<file path="config.mk">
export PLATFORM = sky130hd
export DESIGN_NAME = onecold_scan_dec
export DESIGN_NICKNAME = d
export VERILOG_FILES = /design/src/rtl/onecold_scan_dec_pkg.sv /design/src/rtl/onecold_scan_dec_dec.sv /design/src/rtl/onecold_scan_dec.sv
export SDC_FILE = /design/constraint.sdc
export NUM_CORES = 1
export LEC_CHECK = 0
export CORE_UTILIZATION = 35
export CTS_BUF_LIST = sky130_fd_sc_hd__clkbuf_2 sky130_fd_sc_hd__clkbuf_4 sky130_fd_sc_hd__clkbuf_8
export DETAILED_ROUTE_END_ITERATION = 6
export PLACE_DENSITY = 0.7
export SETUP_SLACK_MARGIN = 0.1
export SYNTH_ARGS = -nofsm -noshare
export SYNTH_HDL_FRONTEND = slang
export SYNTH_SLANG_ARGS = --single-unit
</file>
<file path="constraint.sdc">
create_clock -name clk -period 2.1 [get_ports clk]
set_input_delay 0.42 -clock clk [delete_from_list [all_inputs] [get_ports clk]]
set_output_delay 0.42 -clock clk [all_outputs]
set_load 0.005 [all_outputs]
</file>
<file path="src/rtl/onecold_scan_dec_pkg.sv">
// Shared types for the one-cold scan decoder.
// FSM state encoding and mode constants.
package onecold_scan_dec_pkg;

  typedef enum logic [1:0] {
    IDLE  = 2'd0,
    BLANK = 2'd1,
    DRIVE = 2'd2
  } state_e;

  localparam logic MODE_DIRECT = 1'b0;
  localparam logic MODE_SCAN   = 1'b1;

endpackage

</file>
<file path="src/rtl/onecold_scan_dec_dec.sv">
// Combinational SEL_W-to-2**SEL_W active-low decoder.
// Ports: sel_i index, en_n_i active-low enable, out_n_o one-cold lines.
module onecold_dec #(
  parameter int SEL_W = 4,
  parameter int N     = 1 << SEL_W
) (
  input  logic [SEL_W-1:0] sel_i,
  input  logic             en_n_i,
  output logic [N-1:0]     out_n_o
);

  always_comb begin
    out_n_o = '1;
    for (int i = 0; i < N; i++) begin
      out_n_o[i] = en_n_i | (sel_i != SEL_W'(i));
    end
  end

endmodule

</file>
<file path="src/rtl/onecold_scan_dec.sv">
// One-cold line driver: DIRECT (load-selected) or SCAN (rotating) mode,
// with a blank cycle between every line change (break-before-make).
// Ports: clk, rst_n, en_n, mode, load, sel_in, last, dwell in;
//        out (active-low lines), cur_sel, active, wrap out.
module onecold_scan_dec
  import onecold_scan_dec_pkg::*;
#(
  parameter int SEL_W   = 4,
  parameter int DWELL_W = 8
) (
  input  logic                  clk,
  input  logic                  rst_n,
  input  logic                  en_n,
  input  logic                  mode,
  input  logic                  load,
  input  logic [SEL_W-1:0]      sel_in,
  input  logic [SEL_W-1:0]      last,
  input  logic [DWELL_W-1:0]    dwell,
  output logic [(1<<SEL_W)-1:0] out,
  output logic [SEL_W-1:0]      cur_sel,
  output logic                  active,
  output logic                  wrap
);

  localparam int N = 1 << SEL_W;

  state_e               state_q, state_d;
  logic [SEL_W-1:0]     sel_q, sel_d;
  logic [DWELL_W-1:0]   cnt_q, cnt_d;
  logic                 mode_q;
  logic                 wrap_q, wrap_d;
  logic                 active_q;
  logic [N-1:0]         out_q;
  logic [N-1:0]         dec_out;
  logic                 dec_en_n;

  always_ff @(posedge clk or negedge rst_n) begin
    if (!rst_n) begin
      state_q <= IDLE;
      sel_q   <= '0;
      cnt_q   <= '0;
      mode_q  <= MODE_DIRECT;
    end else begin
      state_q <= state_d;
      sel_q   <= sel_d;
      cnt_q   <= cnt_d;
      mode_q  <= mode;
    end
  end

  // mode_q tracks the previous cycle's mode so any toggle drops to IDLE.
  always_comb begin
    state_d = state_q;
    sel_d   = sel_q;
    cnt_d   = cnt_q;
    wrap_d  = 1'b0;
    if (en_n || (mode != mode_q)) begin
      state_d = IDLE;
    end else if (mode == MODE_DIRECT) begin
      if (load) begin
        state_d = BLANK;
        sel_d   = sel_in;
      end else if (state_q == BLANK) begin
        state_d = DRIVE;
      end
    end else begin
      unique case (state_q)
        IDLE: begin
          state_d = BLANK;
          sel_d   = '0;
        end
        BLANK: begin
          state_d = DRIVE;
          cnt_d   = dwell;
        end
        DRIVE: begin
          if (cnt_q == '0) begin
            state_d = BLANK;
            // >= so a last lowered below sel_q still wraps.
            if (sel_q >= last) begin
              sel_d  = '0;
              wrap_d = 1'b1;
            end else begin
              sel_d = sel_q + 1'b1;
            end
          end else begin
            cnt_d = cnt_q - 1'b1;
          end
        end
        default: state_d = IDLE;
      endcase
    end
  end

  // Decode from next state so registered out lines up with state_q.
  always_comb begin
    dec_en_n = (state_d != DRIVE);
  end

  onecold_dec #(
    .SEL_W (SEL_W),
    .N     (N)
  ) u_dec (
    .sel_i   (sel_d),
    .en_n_i  (dec_en_n),
    .out_n_o (dec_out)
  );

  always_ff @(posedge clk or negedge rst_n) begin
    if (!rst_n) begin
      out_q    <= '1;
      active_q <= 1'b0;
      wrap_q   <= 1'b0;
    end else begin
      out_q    <= dec_out;
      active_q <= ~dec_en_n;
      wrap_q   <= wrap_d;
    end
  end

  assign out     = out_q;
  assign active  = active_q;
  assign wrap    = wrap_q;
  assign cur_sel = sel_q;

endmodule
</file>
## Yosys cells after proc, flatten, opt, wreduce, memory -nomap -nowiden

Index checks and enable logic that the tools add are counted.

- Add/sub/neg operators: 2
- Multiply operators: 0
- Divide/modulo/power cells: 0
- $lt $le $gt $ge: 1
- Equal/unequal tests: 20
- Shifts and indexed selects: 0
- Multiplexer cells: 19
- Bitwise logic cells: 18
- Reduce and logical (&&, ||, !) cells: 6

Operators with widths:

| kind | number |
|---|---|
| != test 4 bit, second input constant | 8 |
| 2-to-1 mux 4 bit | 5 |
| != test 4 x 3 -> 1 bit, second input constant | 4 |
| bitwise OR 1 bit | 16 |
| case mux 8 bit (2 select lines) | 1 |
| 2-to-1 mux 2 bit | 5 |
| zero test 8 bit | 1 |
| 2-to-1 mux 8 bit | 1 |
| != test 4 x 2 -> 1 bit, second input constant | 2 |
| case mux 4 bit (2 select lines) | 1 |
| subtractor 8 x 1 -> 8 bit, second input constant | 1 |
| case mux 2 bit (3 select lines) | 1 |
| 2-to-1 mux 1 bit | 5 |
| adder 4 x 1 -> 4 bit, second input constant | 1 |
| greater-or-equal comparator 4 bit | 1 |
| != test 2 bit, second input constant | 2 |
| != test 4 x 1 -> 1 bit, second input constant | 1 |
| AND reduction 4 bit | 1 |
| nonzero test 4 bit | 1 |
| equality test 2 x 1 -> 1 bit, second input constant | 1 |
| equality test 2 bit, second input constant | 1 |
| zero test 2 bit | 1 |
| NOT 1 bit | 2 |
| nonzero test 2 bit | 1 |
| 2 further kinds | 2 |

- Bits in registers: 33
- Bits in latches: 0
- Memory bits (writable): 0
- ROM bits: 0
- Bits of input ports: 21
- Output and inout port bits: 22
- Logic and storage cells: 73
- Memories: 0

## Longest topological paths before layout

Gate-level depths: netlist (run 1).

- Word-level depth: 8
- Mapped depth: 10
- Depth with buffers taken out: 9

## By module

From an unflattened synthesis (run 1), not the netlist that was laid out.

- Cell total of the unflattened synthesis: 192
- Area total of the unflattened synthesis: 1,881.8 um^2

Modules (own cells, without submodules):

| module | instances | cells each | area each (um^2) | seq. area each (um^2) |
|---|---|---|---|---|
| onecold_scan_dec | 1 | 169 | 1,751.7 | 845.8 |
| onecold_dec | 1 | 23 | 130.1 | 0.0 |

## Least setup slack after synthesis (run 1)

No wires, ideal clock.

- Path type: reg2reg
- From: register cnt_q[0]
- To: register out_q[10] (netlist: out[10])
- Library setup time: 0.099 ns
- Arrival: 2.197 ns
- Required time: 2.001 ns
- Slack: -0.196 ns
- Cell stages (with the launch flop): 11
- Path buffers: 1
- Clock period less this slack: 2.296 ns
- Cell sequence: dfrtp_1 inv_1 ha_1 nor4b_1 nand2_1 mux2i_1 o211a_1 o31a_1 buf_2 inv_2 nand4_1

- Word-level cells in the longest chain between the ends: 7
- Elaborated cells on any way between the ends: 12
- Classes of those cells: eq/ne (2); mux (8); bitwise (1); reduce/logical (1)

RTL lines:

| item | line | text |
|---|---|---|
| from (decl) | onecold_scan_dec.sv:29 | `logic [DWELL_W-1:0] cnt_q, cnt_d;` |
| from (signal assigned) | onecold_scan_dec.sv:46 | `cnt_q <= cnt_d;` |
| zero test 8 bit | onecold_scan_dec.sv:77 | `if (cnt_q == '0) begin` |
| 2-to-1 mux 4 bit | onecold_scan_dec.sv:77 |  |
| case mux 4 bit (2 select lines) | onecold_scan_dec.sv:67 | `unique case (state_q)` |
| 2-to-1 mux 4 bit | onecold_scan_dec.sv:59 | `end else if (mode == MODE_DIRECT) begin` |
| 2-to-1 mux 4 bit | onecold_scan_dec.sv:57 | `if (en_n \|\| (mode != mode_q)) begin` |
| net sel_d[1] | onecold_scan_dec.sv:28 | `logic [SEL_W-1:0] sel_q, sel_d;` |
| != test 4 bit | onecold_scan_dec_dec.sv:15 | `out_n_o[i] = en_n_i \| (sel_i != SEL_W'(i));` |
| bitwise OR 1 bit | onecold_scan_dec_dec.sv:15 |  |
| net dec_out[10] | onecold_scan_dec.sv:34 | `logic [N-1:0] dec_out;` |
| to (signal assigned) | onecold_scan_dec.sv:115 | `out_q <= dec_out;` |
| to (decl) | onecold_scan_dec.sv:33 | `logic [N-1:0] out_q;` |

The timed path passes the listed nets, and every way through them passes these cells.
A chain may end at the register's enable or synchronous reset.

## Worst setup path after layout (run 1)

- From: register cnt_q[1]
- To: register out_q[0] (netlist: out[0])

- Word-level cells in the longest chain between the ends: 7
- Elaborated cells on any way between the ends: 12
- Classes of those cells: eq/ne (1); mux (8); bitwise (1); reduce/logical (2)

RTL lines:

| item | line |
|---|---|
| zero test 8 bit * | onecold_scan_dec.sv:77 |
| 2-to-1 mux 2 bit / 2-to-1 mux 4 bit (equally long branches) | onecold_scan_dec.sv:77 |
| case mux 2 bit (3 select lines) / case mux 4 bit (2 select lines) (equally long branches) | onecold_scan_dec.sv:67 |
| 2-to-1 mux 2 bit / 2-to-1 mux 4 bit (equally long branches) | onecold_scan_dec.sv:59 |
| 2-to-1 mux 2 bit / 2-to-1 mux 4 bit (equally long branches) | onecold_scan_dec.sv:57 |
| != test 2 bit / nonzero test 4 bit (equally long branches) | onecold_scan_dec.sv:97, onecold_scan_dec_dec.sv:15 |
| bitwise OR 1 bit * | onecold_scan_dec_dec.sv:15 |
| net dec_out[0] | onecold_scan_dec.sv:34 |

The timed path passes the listed nets; every way through them passes the cells marked *.

==> results of run 1 <==
==> cell type report <==
| class | instances | share of cell area (%) |
|---|---|---|
| Sequential cell | 33 | 28.7 |
| Tap cell | 67 | 2.84 |
| Inverter | 14 | 1.86 |
| Timing Repair inverter | 1 | 0.254 |
| Timing Repair Buffer | 92 | 27.5 |
| Clock buffer | 7 | 3.05 |
| Multi-Input combinational cell | 132 | 34.8 |
| Clock inverter | 1 | 1.02 |
==> flip-flops by register name, indices dropped and copies added (netlist names) <==
name / cells
active: 1
cnt_q: 8
cur_sel: 4
mode_q: 1
out: 16
state_q: 2
wrap: 1
==> worst register-to-register path, stage by stage (launching register included) <==
cell     delay [ns]
dfrtp_1        0.40
inv_2          0.08
ha_4           0.12
or4b_4         0.49
buf_6          0.15
buf_6          0.11
o21ai_2        0.14
o31ai_2        0.10
a22oi_2        0.31
buf_4          0.20
nand4_1        0.09
==> worst max path at each step <==
stage	start	endpoint	cells past startpoint
CTS	cnt_q[0]$_DFFE_PN0P_	out[13]$_DFF_PN1_	8
detailed placement	last[1]	out[13]$_DFF_PN1_	9
floorplan	cnt_q[0]$_DFFE_PN0P_	out[10]$_DFF_PN1_	8
finish	cnt_q[1]$_DFFE_PN0P_	out[0]$_DFF_PN1_	10
global route	cnt_q[1]$_DFFE_PN0P_	out[11]$_DFF_PN1_	8
global placement	last[1]	out[11]$_DFF_PN1_	9
==> routing by layer <==
layer	up-vias	global-route usage, %
li1	872	-
met3	8	4.61
met1	868	23.7
met2	53	29.7
met4	0	7.97
met5	-	0
==> power groups by stage <==
| stage | registers (W) | logic (W) | clock network, W |
|---|---|---|---|
| global route | 0.000826 | 0.00111 | 0.000674 |
| CTS | 0.000812 | 0.000947 | 0.000646 |
| finish | 0.000814 | 0.00101 | 0.000632 |
| detailed placement | 0.000808 | 0.000826 | 0 |
| floorplan | 0.000833 | 0.000395 | 0 |
| global placement | 0.000804 | 0.000805 | 0 |
==> stage by stage <==
| step | hold slack (ns) | power [W] | instances | util [%] |
|---|---|---|---|---|
| final | 0.531 | 0.00246 | 347 | 60.5 |
| after global routing | 0.587 | 0.00261 | 347 | 60.5 |
| after CTS | 0.548 | 0.00240 | 344 | 58.3 |
| after detailed placement | 0.616 | 0.00163 | 327 | 53.3 |
| after global placement | 0.607 | 0.00161 | 327 | 53.3 |
| after floorplan | 0.124 | 0.00123 | 187 | - |
==> timing repair <==
item / in CTS / in global routing
setup buffers: 8 / 3
resized for setup: 22 / 22
pin swaps: 14 / 27
gates cloned: 1 / 0
setup endpoints to repair: 20 / 29
==> kinds of logic after synthesis <==
kind of cell / after synthesis / synth area share (%)
and+or+nand+nor: 66 / 20.4
AOI/OAI and AO/OA: 49 / 18.0
DFF: 33 / 46.1
buffers and inverters: 22 / 4.98
adders and majority gates: 10 / 6.83
muxes: 4 / 2.25
xor gates and xnor gates: 3 / 1.43
==> layout by cell type (no fill, tap or decap), drive strengths merged, types with 2 or more instances in the layout <==
cell and instances:
buf 50, clkdlybuf4s50 38, dfrtp 17, dfstp 16, inv 14, nand3 13, a21oi 12, nand4 12
o21ai 12, nand2 11, nor2 10, ha 10, clkbuf 7, o22ai 6, nor3b 5, dlygate4sd2 4
mux2i 3, and2 3, nor3 3, xor2 2, o32a 2, a211oi 2, o2111ai 2, o31ai 2
==> results.md, run 1 <==
- Status: finished, violations left
- Failing checks: negative setup slack
- Routed wl met2: 2400 um
- # port buffers: 42
- Post-Syn Instances: 187
- Crit-path cells: inv_2, ha_4, or4b_4, buf_6, buf_6, o21ai_2, o31ai_2, a22oi_2, buf_4, nand4_1
- Post-Syn Area: 0.00183 sq mm
- Synth area leaders: dfrtp_1 23%, dfstp_2 23%, ha_1 6.8%
- Max Slew Vio Count: 0
- Reg2reg start: cnt_q[1]$_DFFE_PN0P_
- Die span in x: 74.4 um
- Worst vdd ir: 466 uV
- Post-synth EDFFs: 0
- 1st-pass router iterations: 4
- CP Data Required Time: 2.30 ns
- Final setup viols: 18
- Distinct cell type count after synthesis: 50
- DP Worst Slack: -0.607 ns
- 1st-iter DRT viols: 94
- RSZ-0062 raised after global routing: true
- Warnings, synthesis: 0
- Clock sink count: 33
- Setup ws final: -0.181 ns
- WS Path Type: reg2reg
- Syn nets: 218
- Top-count cell post-synth: dfrtp_1
- Max_cap viols: 0
- Via count: 1801
- Met3 routed WL: 234 um
- Number of hold buffers added after CTS: 0
- Placed Area: 0.00260 sq mm
- Initial core utilization: 37.6%
- Main synth FF type: dfrtp_1
- Final Hold Viols: 0
- Io pins: 43
- Post-route cell area: 0.00295 sq mm
- Final ANT Viol Nets: 0
- Largest net degree at the start of global routing: 34
- Die area: 0.00553 sq mm
- Rel. slew slack: 73.0%
- Reg2reg path depth: 10
- Hold Path Class: in2async
- Multi-input gate area: 0.00103 sq mm
- Sw frac: 32.7%
- Worst slew pin tran: 0.404 ns
- Kind of cell adding the most delay to the critical path: simple AND/OR/NAND/NOR gates
- CTS root buf: clkbuf_8
- Combinational power share: 41.2%
- Pwr Density: 832 mW/mm^2
- #FFs+latches synth: 33
- Post-DP HPWL: 3400 um
- Most common library cells after synthesis: 17 x dfrtp_1, 16 x dfstp_2, 13 x nand3_1
- CTS tree: done
- LEAKAGE: 1.24 nW
- Register area: 847 sq um
- Crit path DAT: 2.48 ns
- Worst path slowest cell: or4b_4
- Chip Height: 74.4 um
- Met1 wire length: 2170 um
- Fill cell count: 413
- Clock Skew: 0.00493 ns
- DRC Markers: 0
- GRT Util Overall: 18.5%
- Nets: 310
- CP startpoint kind: register
- Sequential share of power: 33.1%
- CTS Buffer Depth: 2
- Highest routing layer actually used: met4
- Most used cell, CP: buf_6
- Core ar.: 0.00488 sq mm
- Clock Latency Late Sink: 0.28 ns
- Largest area contributor in the netlist: dfrtp_1
- Syn-to-layout area delta: 61.2%
- Total CTS buffers: 5
- Register-to-register setup slack: -0.18 ns
- Final GP Congestion: 0.868
- # rows: 25
- First-pass GRT wire length: 7740 um
- Share of cells above drive strength 1: 37.9%
- Vias per inst: 5.19
- Vias in the first global route: 1689
- Max incr delay on CP: 0.49 ns
- GRT Residual Overflow: 0
- Max Clock Freq: 438 MHz
- Seq/Total Area, Yosys: 46.1%
- Clk pwr share: 25.7%
- Final setup TNS: -2.57 ns
- R2r endpoint: out[0]$_DFF_PN1_
- Endpoint class of the critical path: register
- Internal cell power: 0.00165 W
- Final min period: 2.28 ns
- H-tree lvl count: 2
- Tcrit/Tclk final: 109%
- Largest fanout on the critical path: 4
- Post-synth ARST share: 100%
- Net Sw Power: 0.000805 W
- Wirelength per Cell: 14.1 um
- WP buf/inv: 4
- Inserted Diodes: 0
- Mean Syn Cell Area: 9.80 sq um
- Synth top area share: 23.2%
- Initial antenna violation count: 0
- Clock slew at reported path FFs: 0.07 ns
- WL final: 4880 um
Power figures use the tool's default switching activity.
==> run 2: changes to the inputs <==
--- a/config.mk
+++ b/config.mk
@@ -5,10 +5,10 @@
 export SDC_FILE = /design/constraint.sdc
 export NUM_CORES = 1
 export LEC_CHECK = 0
-export CORE_UTILIZATION = 35
+export CORE_UTILIZATION = 38
 export CTS_BUF_LIST = sky130_fd_sc_hd__clkbuf_2 sky130_fd_sc_hd__clkbuf_4 sky130_fd_sc_hd__clkbuf_8
 export DETAILED_ROUTE_END_ITERATION = 6
-export PLACE_DENSITY = 0.7
+export PLACE_DENSITY = 0.74
 export SETUP_SLACK_MARGIN = 0.1
 export SYNTH_ARGS = -nofsm -noshare
 export SYNTH_HDL_FRONTEND = slang
==> results.md, run 2 (synthesis gave the netlist of run 1 again) <==
- Vias in the first global route: 1750
- Nets: 308
- Chip Height: 71.5 um
- Status: finished, violations left
- Die area: 0.00511 sq mm
- H-tree lvl count: 2
- WS Path Type: reg2reg
- Tcrit/Tclk final: 108%
- WL final: 4960 um
- CTS root buf: clkbuf_8
- Max_cap viols: 0
- Max Slew Vio Count: 0
- Max Clock Freq: 443 MHz
- Largest register FFs: 16
- Crit path DAT: 2.47 ns
- Initial core utilization: 40.7%
- Final setup viols: 18
- 1st-pass router iterations: 5
- Via count: 1847
- Power, Total: 0.00231 W
- # rows: 24
- Setup crit start: cnt_q[1]$_DFFE_PN0P_
- GRT Util Overall: 20.8%
- RSZ-0062 raised after global routing: true
- Syn-to-layout area delta: 57.1%
- Commonest non-fill, non-tap cell in the layout: buf_4
- # port buffers: 42
- DP Worst Slack: -0.537 ns
- Fin util: 63.9%
- 1st-iter DRT viols: 75
- Vias per inst: 5.60
- Number of hold buffers added after CTS: 0
- Fill cell count: 360
- Clock slew at reported path FFs: 0.08 ns
- Wirelength per Cell: 15.0 um
- CP Data Required Time: 2.31 ns
- Core ar.: 0.00450 sq mm
- Clock sink count: 33
- Post-DP HPWL: 3390 um
- Final GP Congestion: 0.844
- Endpoint class of the critical path: register
- Largest fanout on the critical path: 4
- Die span in x: 71.5 um
- Clock Skew: 0.00907 ns
- Initial antenna violation count: 0
- Io pins: 43
- CTS tree: done
- Final Hold Viols: 0
- Final setup TNS: -1.87 ns
- Largest net degree at the start of global routing: 34
- Share of cells above drive strength 1: 37.8%
- Final ANT Viol Nets: 0
- Clock Latency Late Sink: 0.29 ns
- Final min period: 2.26 ns
- Inserted Diodes: 0
- Setup ws final: -0.159 ns
- LEAKAGE: 1.22 nW
- Most frequent cells in the layout: 44 x buf_4, 38 x clkdlybuf4s50_1, 16 x dfrtp_1, 16 x dfstp_2
- DRC Markers: 0
- Worst slew pin tran: 0.417 ns
- Reg2reg start: cnt_q[1]$_DFFE_PN0P_
- Total CTS buffers: 5
- GRT Residual Overflow: 0
- Failing checks: negative setup slack
- Rel. slew slack: 72.2%
- Hold Path Class: in2async
- CP startpoint kind: register
- CTS Buffer Depth: 2
- First-pass GRT wire length: 8170 um
- Worst vdd ir: 466 uV
- Pwr Density: 802 mW/mm^2
-- run 2: cell types whose count changed in the layout (fill, tap and decap cells not counted), sizes merged --
cell / delta
buf: -2
bufinv: -1
clkbuf: -2
clkinv: +3
clkinvlp: +1
inv: -1
-- run 2: worst max-delay path, stage by stage (launching register included) --
cell and delay (ns):
dfrtp_1 0.40, inv_2 0.08, ha_4 0.13, or4b_4 0.50, nor3_4 0.18, xnor2_1 0.08, o41a_1 0.40, and2b_2 0.29
nand4_1 0.12
-- run 2: through the flow --
step / cells / hold WS, ns / instance area [sq um]
finish: 330 / 0.528 / 2880
global placement: 315 / 0.613 / 2610
floorplan: 187 / 0.124 / 1840
global route: 330 / 0.551 / 2880
CTS: 329 / 0.544 / 2820
detailed placement: 315 / 0.636 / 2610
-- run 2: final timing paths --
| path | slack, ns | end | cells after the start |
|---|---|---|---|
| setup / recovery | -0.16 | out[8]$_DFF_PN1_ | 8 |
| hold / removal | 0.53 | cur_sel[0]$_DFF_PN0_ | 2 |
| setup reg to reg | -0.16 | out[8]$_DFF_PN1_ | 8 |
| hold reg to reg | 0.66 | cnt_q[0]$_DFFE_PN0P_ | 3 |
| max in group asynchronous | 1.23 | out[0]$_DFF_PN1_ | 2 |
| min in group clk | 0.66 | cnt_q[0]$_DFFE_PN0P_ | 3 |
-- run 2: what timing repair did --
| action | in CTS | in global routing |
|---|---|---|
| gates resized for setup | 28 | 14 |
| endpoints found under the setup margin | 20 | 28 |
| pin swaps | 11 | 10 |
| endpoints found under the hold margin | 0 | 0 |
| setup buffers | 5 | 1 |
| gates cloned | 1 | 0 |
-- run 2: metal layers --
layer,track usage (%),vias to the layer above,wire [um]
met5,0,-,0
met4,8.50,0,98
met3,4.50,14,266
met2,35.2,71,2490
met1,25.9,890,2110
li1,-,872,-
-- run 2: power by group --
| group | internal (W) | switching, W | total (W) |
|---|---|---|---|
| Sequential | 0.000724 | 0.0000931 | 0.000817 |
| Clock | 0.000229 | 0.000245 | 0.000474 |
| Combinational | 0.000523 | 0.000495 | 0.00102 |
| Total | 0.00148 | 0.000834 | 0.00231 |
-- run 2: cell type report --
class	instances	area (sq um)	share of cell area [%]
inverters	14	52.6	1.82
repair inverters	1	7.51	0.261
repair buffers	90	791	27.5
well taps	52	65.1	2.26
flip-flops and latches	33	847	29.4
clock inverters	3	17.5	0.608
clock buffers	5	68.8	2.39
multi-input cells	132	1030	35.8
